--- config.mk ---
export PLATFORM = sky130hd
export DESIGN_NAME = fsm_share_ctrl
export DESIGN_NICKNAME = d
export VERILOG_FILES = /design/src/rtl/fsm_share_pkg.sv /design/src/rtl/rr_arb2.sv /design/src/rtl/fsm_share_ctrl.sv
export SDC_FILE = /design/constraint.sdc
export NUM_CORES = 1
export LEC_CHECK = 0
export ABC_AREA = 1
export CAP_MARGIN = 25
export CORE_MARGIN = 3
export CORE_UTILIZATION = 45
export DETAILED_ROUTE_END_ITERATION = 16
export HOLD_SLACK_MARGIN = 0.08
export PLACE_DENSITY = 0.81
export SLEW_MARGIN = 10
export SYNTH_ARGS = -nofsm -noshare
export SYNTH_HDL_FRONTEND = slang
export SYNTH_SLANG_ARGS = --single-unit
--- constraint.sdc ---
create_clock -name CLK -period 1.5 [get_ports CLK]
set_input_delay 0.15 -clock CLK [delete_from_list [all_inputs] [get_ports CLK]]
set_output_delay 0.15 -clock CLK [all_outputs]
set_load 0.005 [all_outputs]
--- src/rtl/fsm_share_pkg.sv ---
// Shared types for the two-requester sequence-detector controller.
package fsm_share_pkg;

  typedef enum logic [1:0] {
    IDLE  = 2'd0,
    DRIVE = 2'd1,
    GAP   = 2'd2,
    RESP  = 2'd3
  } state_e;

  typedef logic [1:0] sym_t;

  localparam sym_t SYM_IDLE = 2'b00;

endpackage

--- src/rtl/rr_arb2.sv ---
// Two-input round-robin arbiter; the registered pointer remembers the last winner.
module rr_arb2 (
  input  logic       clk,
  input  logic       rst,
  input  logic [1:0] req,
  input  logic       advance,
  output logic [1:0] win
);

  logic last_q;

  // Reset to "last was 1" so requester 0 takes the first tie.
  always_ff @(posedge clk or posedge rst) begin
    if (rst) begin
      last_q <= 1'b1;
    end else if (advance && (|win)) begin
      last_q <= win[1];
    end
  end

  always_comb begin
    win = req;
    if (req == 2'b11) begin
      win = last_q ? 2'b01 : 2'b10;
    end
  end

endmodule

--- src/rtl/fsm_share_ctrl.sv ---
// Shares one X/Y-in, Z-out detector FSM between two requesters: grant, drive the
// symbol, idle for a gap, then report whether Z was seen during the window.
module fsm_share_ctrl
  import fsm_share_pkg::*;
#(
  parameter int DRIVE_CYC = 1,
  parameter int GAP_CYC   = 2,
  parameter int CNT_W     = 8
) (
  input  logic             CLK,
  input  logic             RST,
  input  logic             REQ0,
  input  logic [1:0]       SYM0,
  input  logic             REQ1,
  input  logic [1:0]       SYM1,
  output logic             GNT0,
  output logic             GNT1,
  output logic             DONE0,
  output logic             DONE1,
  output logic             HIT,
  output logic             FSM_X,
  output logic             FSM_Y,
  input  logic             FSM_Z,
  output logic             BUSY,
  output logic [CNT_W-1:0] HIT_CNT
);

  localparam int MAX_CYC = (DRIVE_CYC > GAP_CYC) ? DRIVE_CYC : GAP_CYC;
  localparam int CW      = (MAX_CYC < 2) ? 1 : $clog2(MAX_CYC);
  localparam logic [CW-1:0] DRIVE_LAST = CW'(DRIVE_CYC - 1);
  localparam logic [CW-1:0] GAP_LAST   = CW'((GAP_CYC > 0) ? (GAP_CYC - 1) : 0);

  state_e           state_q, state_d;
  logic [CW-1:0]    cnt_q, cnt_d;
  sym_t             sym_q, sym_d;
  sym_t             drv_q, drv_d;
  logic             idx_q, idx_d;
  logic             hit_q, hit_d;
  logic             resp_hit_q, resp_hit_d;
  logic             busy_q, busy_d;
  logic [1:0]       gnt_q, gnt_d;
  logic [1:0]       done_q, done_d;
  logic [CNT_W-1:0] hit_cnt_q, hit_cnt_d;
  logic [1:0]       win;
  logic             advance;

  assign advance = (state_q == IDLE) && (REQ0 || REQ1);

  rr_arb2 u_arb (
    .clk     (CLK),
    .rst     (RST),
    .req     ({REQ1, REQ0}),
    .advance (advance),
    .win     (win)
  );

  always_comb begin
    state_d    = state_q;
    cnt_d      = cnt_q;
    sym_d      = sym_q;
    idx_d      = idx_q;
    hit_d      = hit_q;
    hit_cnt_d  = hit_cnt_q;
    drv_d      = SYM_IDLE;
    gnt_d      = 2'b00;
    done_d     = 2'b00;
    resp_hit_d = 1'b0;
    case (state_q)
      IDLE: begin
        if (advance) begin
          state_d = DRIVE;
          cnt_d   = '0;
          idx_d   = win[1];
          sym_d   = win[1] ? SYM1 : SYM0;
          drv_d   = sym_d;
          hit_d   = 1'b0;
          gnt_d   = win;
        end
      end
      DRIVE: begin
        hit_d = hit_q | FSM_Z;
        if (cnt_q == DRIVE_LAST) begin
          cnt_d = '0;
          if (GAP_CYC == 0) begin
            state_d    = RESP;
            done_d     = idx_q ? 2'b10 : 2'b01;
            resp_hit_d = hit_d;
          end else begin
            state_d = GAP;
          end
        end else begin
          cnt_d = cnt_q + CW'(1);
          drv_d = sym_q;
        end
      end
      GAP: begin
        hit_d = hit_q | FSM_Z;
        if (cnt_q == GAP_LAST) begin
          cnt_d      = '0;
          state_d    = RESP;
          done_d     = idx_q ? 2'b10 : 2'b01;
          resp_hit_d = hit_d;
        end else begin
          cnt_d = cnt_q + CW'(1);
        end
      end
      RESP: begin
        state_d = IDLE;
        if (resp_hit_q && !(&hit_cnt_q)) begin
          hit_cnt_d = hit_cnt_q + CNT_W'(1);
        end
      end
      default: state_d = IDLE;
    endcase
    busy_d = (state_d != IDLE);
  end

  always_ff @(posedge CLK or posedge RST) begin
    if (RST) begin
      state_q    <= IDLE;
      cnt_q      <= '0;
      sym_q      <= SYM_IDLE;
      drv_q      <= SYM_IDLE;
      idx_q      <= 1'b0;
      hit_q      <= 1'b0;
      resp_hit_q <= 1'b0;
      busy_q     <= 1'b0;
      gnt_q      <= 2'b00;
      done_q     <= 2'b00;
      hit_cnt_q  <= '0;
    end else begin
      state_q    <= state_d;
      cnt_q      <= cnt_d;
      sym_q      <= sym_d;
      drv_q      <= drv_d;
      idx_q      <= idx_d;
      hit_q      <= hit_d;
      resp_hit_q <= resp_hit_d;
      busy_q     <= busy_d;
      gnt_q      <= gnt_d;
      done_q     <= done_d;
      hit_cnt_q  <= hit_cnt_d;
    end
  end

  assign GNT0    = gnt_q[0];
  assign GNT1    = gnt_q[1];
  assign DONE0   = done_q[0];
  assign DONE1   = done_q[1];
  assign HIT     = resp_hit_q;
  assign FSM_X   = drv_q[1];
  assign FSM_Y   = drv_q[0];
  assign BUSY    = busy_q;
  assign HIT_CNT = hit_cnt_q;

endmodule

==> flow_summary.ini, run 1 <==
[route]
vias = 992
postRouteAntennaNets = 0
post_drt_wl_per_cell_um = 10.6
initialDrtViolationCount = 36
drt_pass1_iterations = 4
wirelength_um = 2170
drc_errors = 0
vias_per_cell = 4.84

[power_and_ir_drop]
power.density_nw_per_um2 = 1280
p_leak_nw = 0.795
power_mw = 1.98
peakVddDrop_mv = 1.23

[finish]
drive_gt1_share_pct = 10.3
n_antenna_cell = 0
nFillCells = 234
syn_to_final_growth_pct = 26.4
fin_area_um2 = 1550
multi_input_area_um2 = 529
fin_nets = 191
seq_area_um2 = 603

[critical_path]
reg2reg_depth = 7
cp_num_cells = 1
slowest_delay_ns = 0.52
crit_arrival_ns = 1.26
cp_max_fo = 6
crit_path_start_kind = flop
critical_path_required_ns = 1.35
end_kind = output port
crit_family = buffers and inverters
cp_slowest_cell = clkdlybuf4s50_1
crit_buf_inv = 1
path_cells = clkdlybuf4s50_1
path_class = flop to output port

[synthesis]
syn_area_per_cell_um2 = 8.39
ys_warn_count = 0
syn_inst = 146
syn_nets = 161
synth_area_leader_cell = dfrtp_1
synth_area_leaders = dfrtp_1 47%, nand2_1 16%, ha_1 6.1%
synthesis.area_um2 = 1220
synth_fa_ha_area_share_pct = 6.13
yosysSeqAreaShare_pct = 49.1
synth_top_area_share_pct = 47.0
synth_top_family_by_area = simple AND/OR/NAND/NOR gates
synth_cell_type_count = 25
synth_mux_area_share_pct = 0
ys_ff_latch = 24
synthSimpleGateAreaFrac_pct = 30.1
synth_compound_area_share_pct = 4.80
synth_xor_area_share_pct = 2.15

[global_route]
antenna_found_initial = 0
grt_usage_pct = 14.4
grt_max_degree = 25
grt_pass1_vias = 928
overflow = 0
grt_pass1_wl_um = 3750

[clock_network]
clkSinkCount = 24
clockRootBuffer = clkbuf_4
clk_pin_slew_ns = 0.12
clockBufferDepth = 2
clk_latency_ns = 0.30
cts_tree = done
hold_buffers = 0
h-tree-depth = 1
cts_made_buffers = 3

[placement]
dpl.hpwl_um = 1780
portBuffers = 24
pre_cts_slack_ns = 0.176
gp_congestion = 0.933
place_area_um2 = 1510

[floorplan]
die_h_um = 58.2
die_area_um2 = 3380
pin_count = 25
die_x_um = 58.2
rows = 18
floorplan.initialDensity_pct = 48.6
core_um2 = 2520

[sta]
setup_violations = 0
fin_crit_sh_pct = 94.3
fmax_ghz = 0.707
tightest_slew_ns = 0.295
fin_crit_ns = 1.41
rsz0062_at_grt = false
report.final.slew_viol_count = 0
tns_ns = 0
setup_ws_ns = 0.0856
finalClockSkew_ns = 0.00169
max_slew_margin_pct = 80.3
whs_ns = 0.170
hold_viol = 0

[job]
maxCapViolCount = 0

[status]
status = finished, final reports clean

[hold_path]
hold_path_class = input pin to async pin
flip-flops by register name, summed over array words and instances, names as in the netlist, 2 cells and up:
name / flops
HIT_CNT: 8
done_q: 2
drv_q: 2
gnt_q: 2
state_q: 2
sym_q: 2
power by group:
part | switching (mW) | leakage, nW | internal (mW)
Combinational | 0.379 | 0.464 | 0.335
Sequential | 0.117 | 0.310 | 0.831
Clock | 0.175 | 0.0210 | 0.148
stage by stage:
| step | instances | util (%) |
|---|---|---|
| after floorplan | 146 | - |
| after global placement | 201 | 59.9 |
| after detailed placement | 201 | 59.9 |
| after CTS | 205 | 61.3 |
| after global routing | 205 | 61.4 |
| final | 205 | 61.4 |
cells by family (layout without fill, tap and decap cells):
group | count (synthesis) | in the layout
compound gates | 9 | 9
xor+xnor | 3 | 3
fa+ha+maj | 6 | 6
buf+inv | 23 | 52
flops | 24 | 24
simple gates | 81 | 81
layer usage:
layer | track usage, % | share of wire [%]
met5 | 0 | 0
met4 | 5.96 | 0.97
met3 | 2.23 | 4.3
met2 | 24.7 | 52
met1 | 18.0 | 43
cell usage in the layout, fill, tap and decap left out, drive strengths merged:
cell type,n
nand2,56
clkdlybuf4s50,24
a21boi,1
nand4,2
dfrtp,23
ha,6
clkinv,1
nand3,10
or2,1
inv,22
xor2,2
o21ai,7
xnor2,1
a21oi,1
nor2,11
clkbuf,4
nand3b,1
dfstp,1
buf,1
Yosys cell counts:
cell type,instances
inv_4,1
nand3b_1,1
dfrtp_1,23
dfstp_2,1
ha_1,6
a21boi_0,1
nand2_8,1
nand4_1,2
o21ai_0,1
inv_2,1
a21oi_2,1
nand3_1,10
o21ai_2,2
nand2_2,1
nor2_1,9
o21ai_1,4
or2_1,1
nand2_4,1
nor2_4,2
inv_6,1
xor2_1,2
nand2_1,53
inv_1,19
xnor2_1,1
clkinv_1,1
final cells by class:
cell class                 instances  area share, %
sequential                        24           39.0
multi-input combinational         99           34.2
clock buffer                       4           2.34
inverter                          23           6.06
tap                               30           2.43
timing repair buffer              25           16.0
worst paths after layout:
check | start | end | slack, ns
worst max-delay path | HIT_CNT[2]$_DFFE_PP0P_ | HIT_CNT[2] | 0.09
worst min-delay path | RST | HIT_CNT[0]$_DFFE_PP0P_ | 0.17
worst max register to register | state_q[0]$_DFF_PP0_ | BUSY$_DFF_PP0_ | 0.14
worst min register to register | idx_q$_DFFE_PP0P_ | done_q[0]$_DFF_PP0_ | 0.43
max in group asynchronous | RST | u_arb.last_q$_DFFE_PP1P_ | 1.05
min in group CLK | SYM1[0] | drv_q[0]$_DFF_PP0_ | 0.43
timing repair:
item,CTS,global route
setup buffers,0,0
gates resized for setup,0,1
endpoints found under the setup margin,0,1
Note: power is estimated with default switching activity, not from simulation.
==> inputs of run 2 (changes only) <==
--- a/config.mk
+++ b/config.mk
@@ -8,10 +8,10 @@
 export ABC_AREA = 1
 export CAP_MARGIN = 25
 export CORE_MARGIN = 3
-export CORE_UTILIZATION = 45
+export CORE_UTILIZATION = 46
 export DETAILED_ROUTE_END_ITERATION = 16
 export HOLD_SLACK_MARGIN = 0.08
-export PLACE_DENSITY = 0.81
+export PLACE_DENSITY = 0.83
 export SLEW_MARGIN = 10
 export SYNTH_ARGS = -nofsm -noshare
 export SYNTH_HDL_FRONTEND = slang
==> run 2 against run 1 <==
Sequential cell count is the same. Sequential power grew 1%. Non-clock buffer count unchanged. Largest power group unchanged.
==> flow_summary.ini, run 2 (same netlist as run 1, synthesis figures left out) <==
[status]
status = finished, final reports clean

[clock_network]
clockBufferDepth = 2
cts_tree = done
hold_buffers = 0
clk_pin_slew_ns = 0.13
clk_latency_ns = 0.31
clockRootBuffer = clkbuf_4
h-tree-depth = 1
cts_made_buffers = 3
clkSinkCount = 24

[critical_path]
path_class = flop to output port
critical_path_required_ns = 1.35
crit_arrival_ns = 1.27
crit_family = buffers and inverters
cp_max_fo = 5
cp_slowest_cell = clkdlybuf4s50_1
path_cells = clkdlybuf4s50_1
end_kind = output port
cp_num_cells = 1
crit_buf_inv = 1
reg2reg_depth = 7
rrSetupSlack_ns = 0.14
r2r_start = state_q[0]$_DFF_PP0_
crit_path_start_kind = flop
slowest_delay_ns = 0.53
r2r_end = BUSY$_DFF_PP0_

[power_and_ir_drop]
power.share.clock_pct = 14.5
peakVddDrop_mv = 0.840
seqPwrFrac_pct = 49.0
pwr-share-comb_pct = 36.5
power.density_nw_per_um2 = 1270
p_int_mw = 1.28
p_leak_nw = 0.786
p_switching_uw = 684
switching_share_pct = 34.9

[floorplan]
die_h_um = 57.6
floorplan.initialDensity_pct = 49.0
rows = 18
pin_count = 25
die_area_um2 = 3320
core_um2 = 2500
die_x_um = 57.6

[placement]
gp_congestion = 0.923
portBuffers = 24
dpl.hpwl_um = 1810

[global_route]
antenna_found_initial = 0
grt_pass1_vias = 1017
grt_pass1_wl_um = 4020
grt_usage_pct = 15.5
grt_max_degree = 25
overflow = 0

[finish]
postLayoutCoreUtil_pct = 61.7
final_common_cell = nand2_1
final_cell_mix = 53 x nand2_1, 24 x clkdlybuf4s50_1, 21 x dfrtp_1, 19 x inv_1, 10 x nand3_1
syn_to_final_growth_pct = 25.8
n_antenna_cell = 0
drive_gt1_share_pct = 10.9
largest_reg_flops = 8
fin_nets = 191

[sta]
hold_viol = 0
tns_ns = 0
report.final.slew_viol_count = 0
max_slew_margin_pct = 80.4
fmax_ghz = 0.704
fin_crit_ns = 1.42
setup_violations = 0
rsz0062_at_grt = false
fin_crit_sh_pct = 94.6
finalClockSkew_ns = 0.00960
tightest_slew_ns = 0.294

[hold_path]
hold_path_class = input pin to async pin

[route]
post_drt_wl_per_cell_um = 11.0
vias_per_cell = 4.86
vias = 997
drc_errors = 0
postRouteAntennaNets = 0
initialDrtViolationCount = 21
drt_pass1_iterations = 4
wirelength_um = 2250

[job]
maxCapViolCount = 0
## run 2: changes by cell type in the layout (fill, tap and decap cells not counted)
cell      delta
clkbuf_1     +1
clkbuf_8     -1
dfrtp_1      -1
dfrtp_2      +1
ha_1         -1
ha_2         +1
## run 2: per-layer routing
| layer | up-vias | wire (um) | global-route usage (%) |
|---|---|---|---|
| li1 | 504 | - | - |
| met1 | 462 | 941 | 18.2 |
| met2 | 26 | 1170 | 26.1 |
| met3 | 5 | 95 | 2.26 |
| met4 | 0 | 41 | 9.93 |
| met5 | - | 0 | 0 |
## run 2: what timing repair did
| action | CTS | global route |
|---|---|---|
| setup endpoints to repair | 0 | 7 |
| buffers inserted | 0 | 0 |
| gates resized for setup | 0 | 3 |
## run 2: worst max-delay path by stage
stage | startpoint | to | slack (ns)
floorplan | HIT_CNT[0]$_DFFE_PP0P_ | HIT_CNT[4]$_DFFE_PP0P_ | 0.29
global placement | state_q[0]$_DFF_PP0_ | BUSY$_DFF_PP0_ | 0.20
detailed placement | state_q[0]$_DFF_PP0_ | BUSY$_DFF_PP0_ | 0.13
CTS | HIT_CNT[2]$_DFFE_PP0P_ | HIT_CNT[2] | 0.01
global route | HIT_CNT[0]$_DFFE_PP0P_ | HIT_CNT[0] | 0.004
finish | HIT_CNT[0]$_DFFE_PP0P_ | HIT_CNT[0] | 0.08
## run 2: power by group through the flow
stage	Sequential (mW)	Combinational, mW	Clock [mW]
2_1_floorplan	0.952	0.433	0
3_3_place_gp	0.959	0.679	0
3_5_place_dp	0.969	0.712	0
4_1_cts	0.959	0.714	0.302
5_1_grt	0.983	0.827	0.322
6_report	0.961	0.717	0.284
## run 2: through the flow
stage                     setup WS, ns  std cells  power, mW  hold WS [ns]  instance area [um2]
final                           0.0804        205       1.96         0.156                 1540
after global routing           0.00442        205       2.13         0.192                 1540
after CTS                       0.0115        205       1.98         0.161                 1540
after floorplan                  0.295        146       1.38         0.164                 1220
after global placement           0.200        201       1.64         0.413                 1510
after detailed placement         0.134        201       1.68         0.421                 1510
## run 2: cell type report
type | count | area (um2)
clock buffers | 4 | 26.3
inverters | 23 | 93.8
multi-input cells | 99 | 532
well taps | 30 | 37.5
flip-flops and latches | 24 | 604
repair buffers | 25 | 248
fillers | 229 | 958
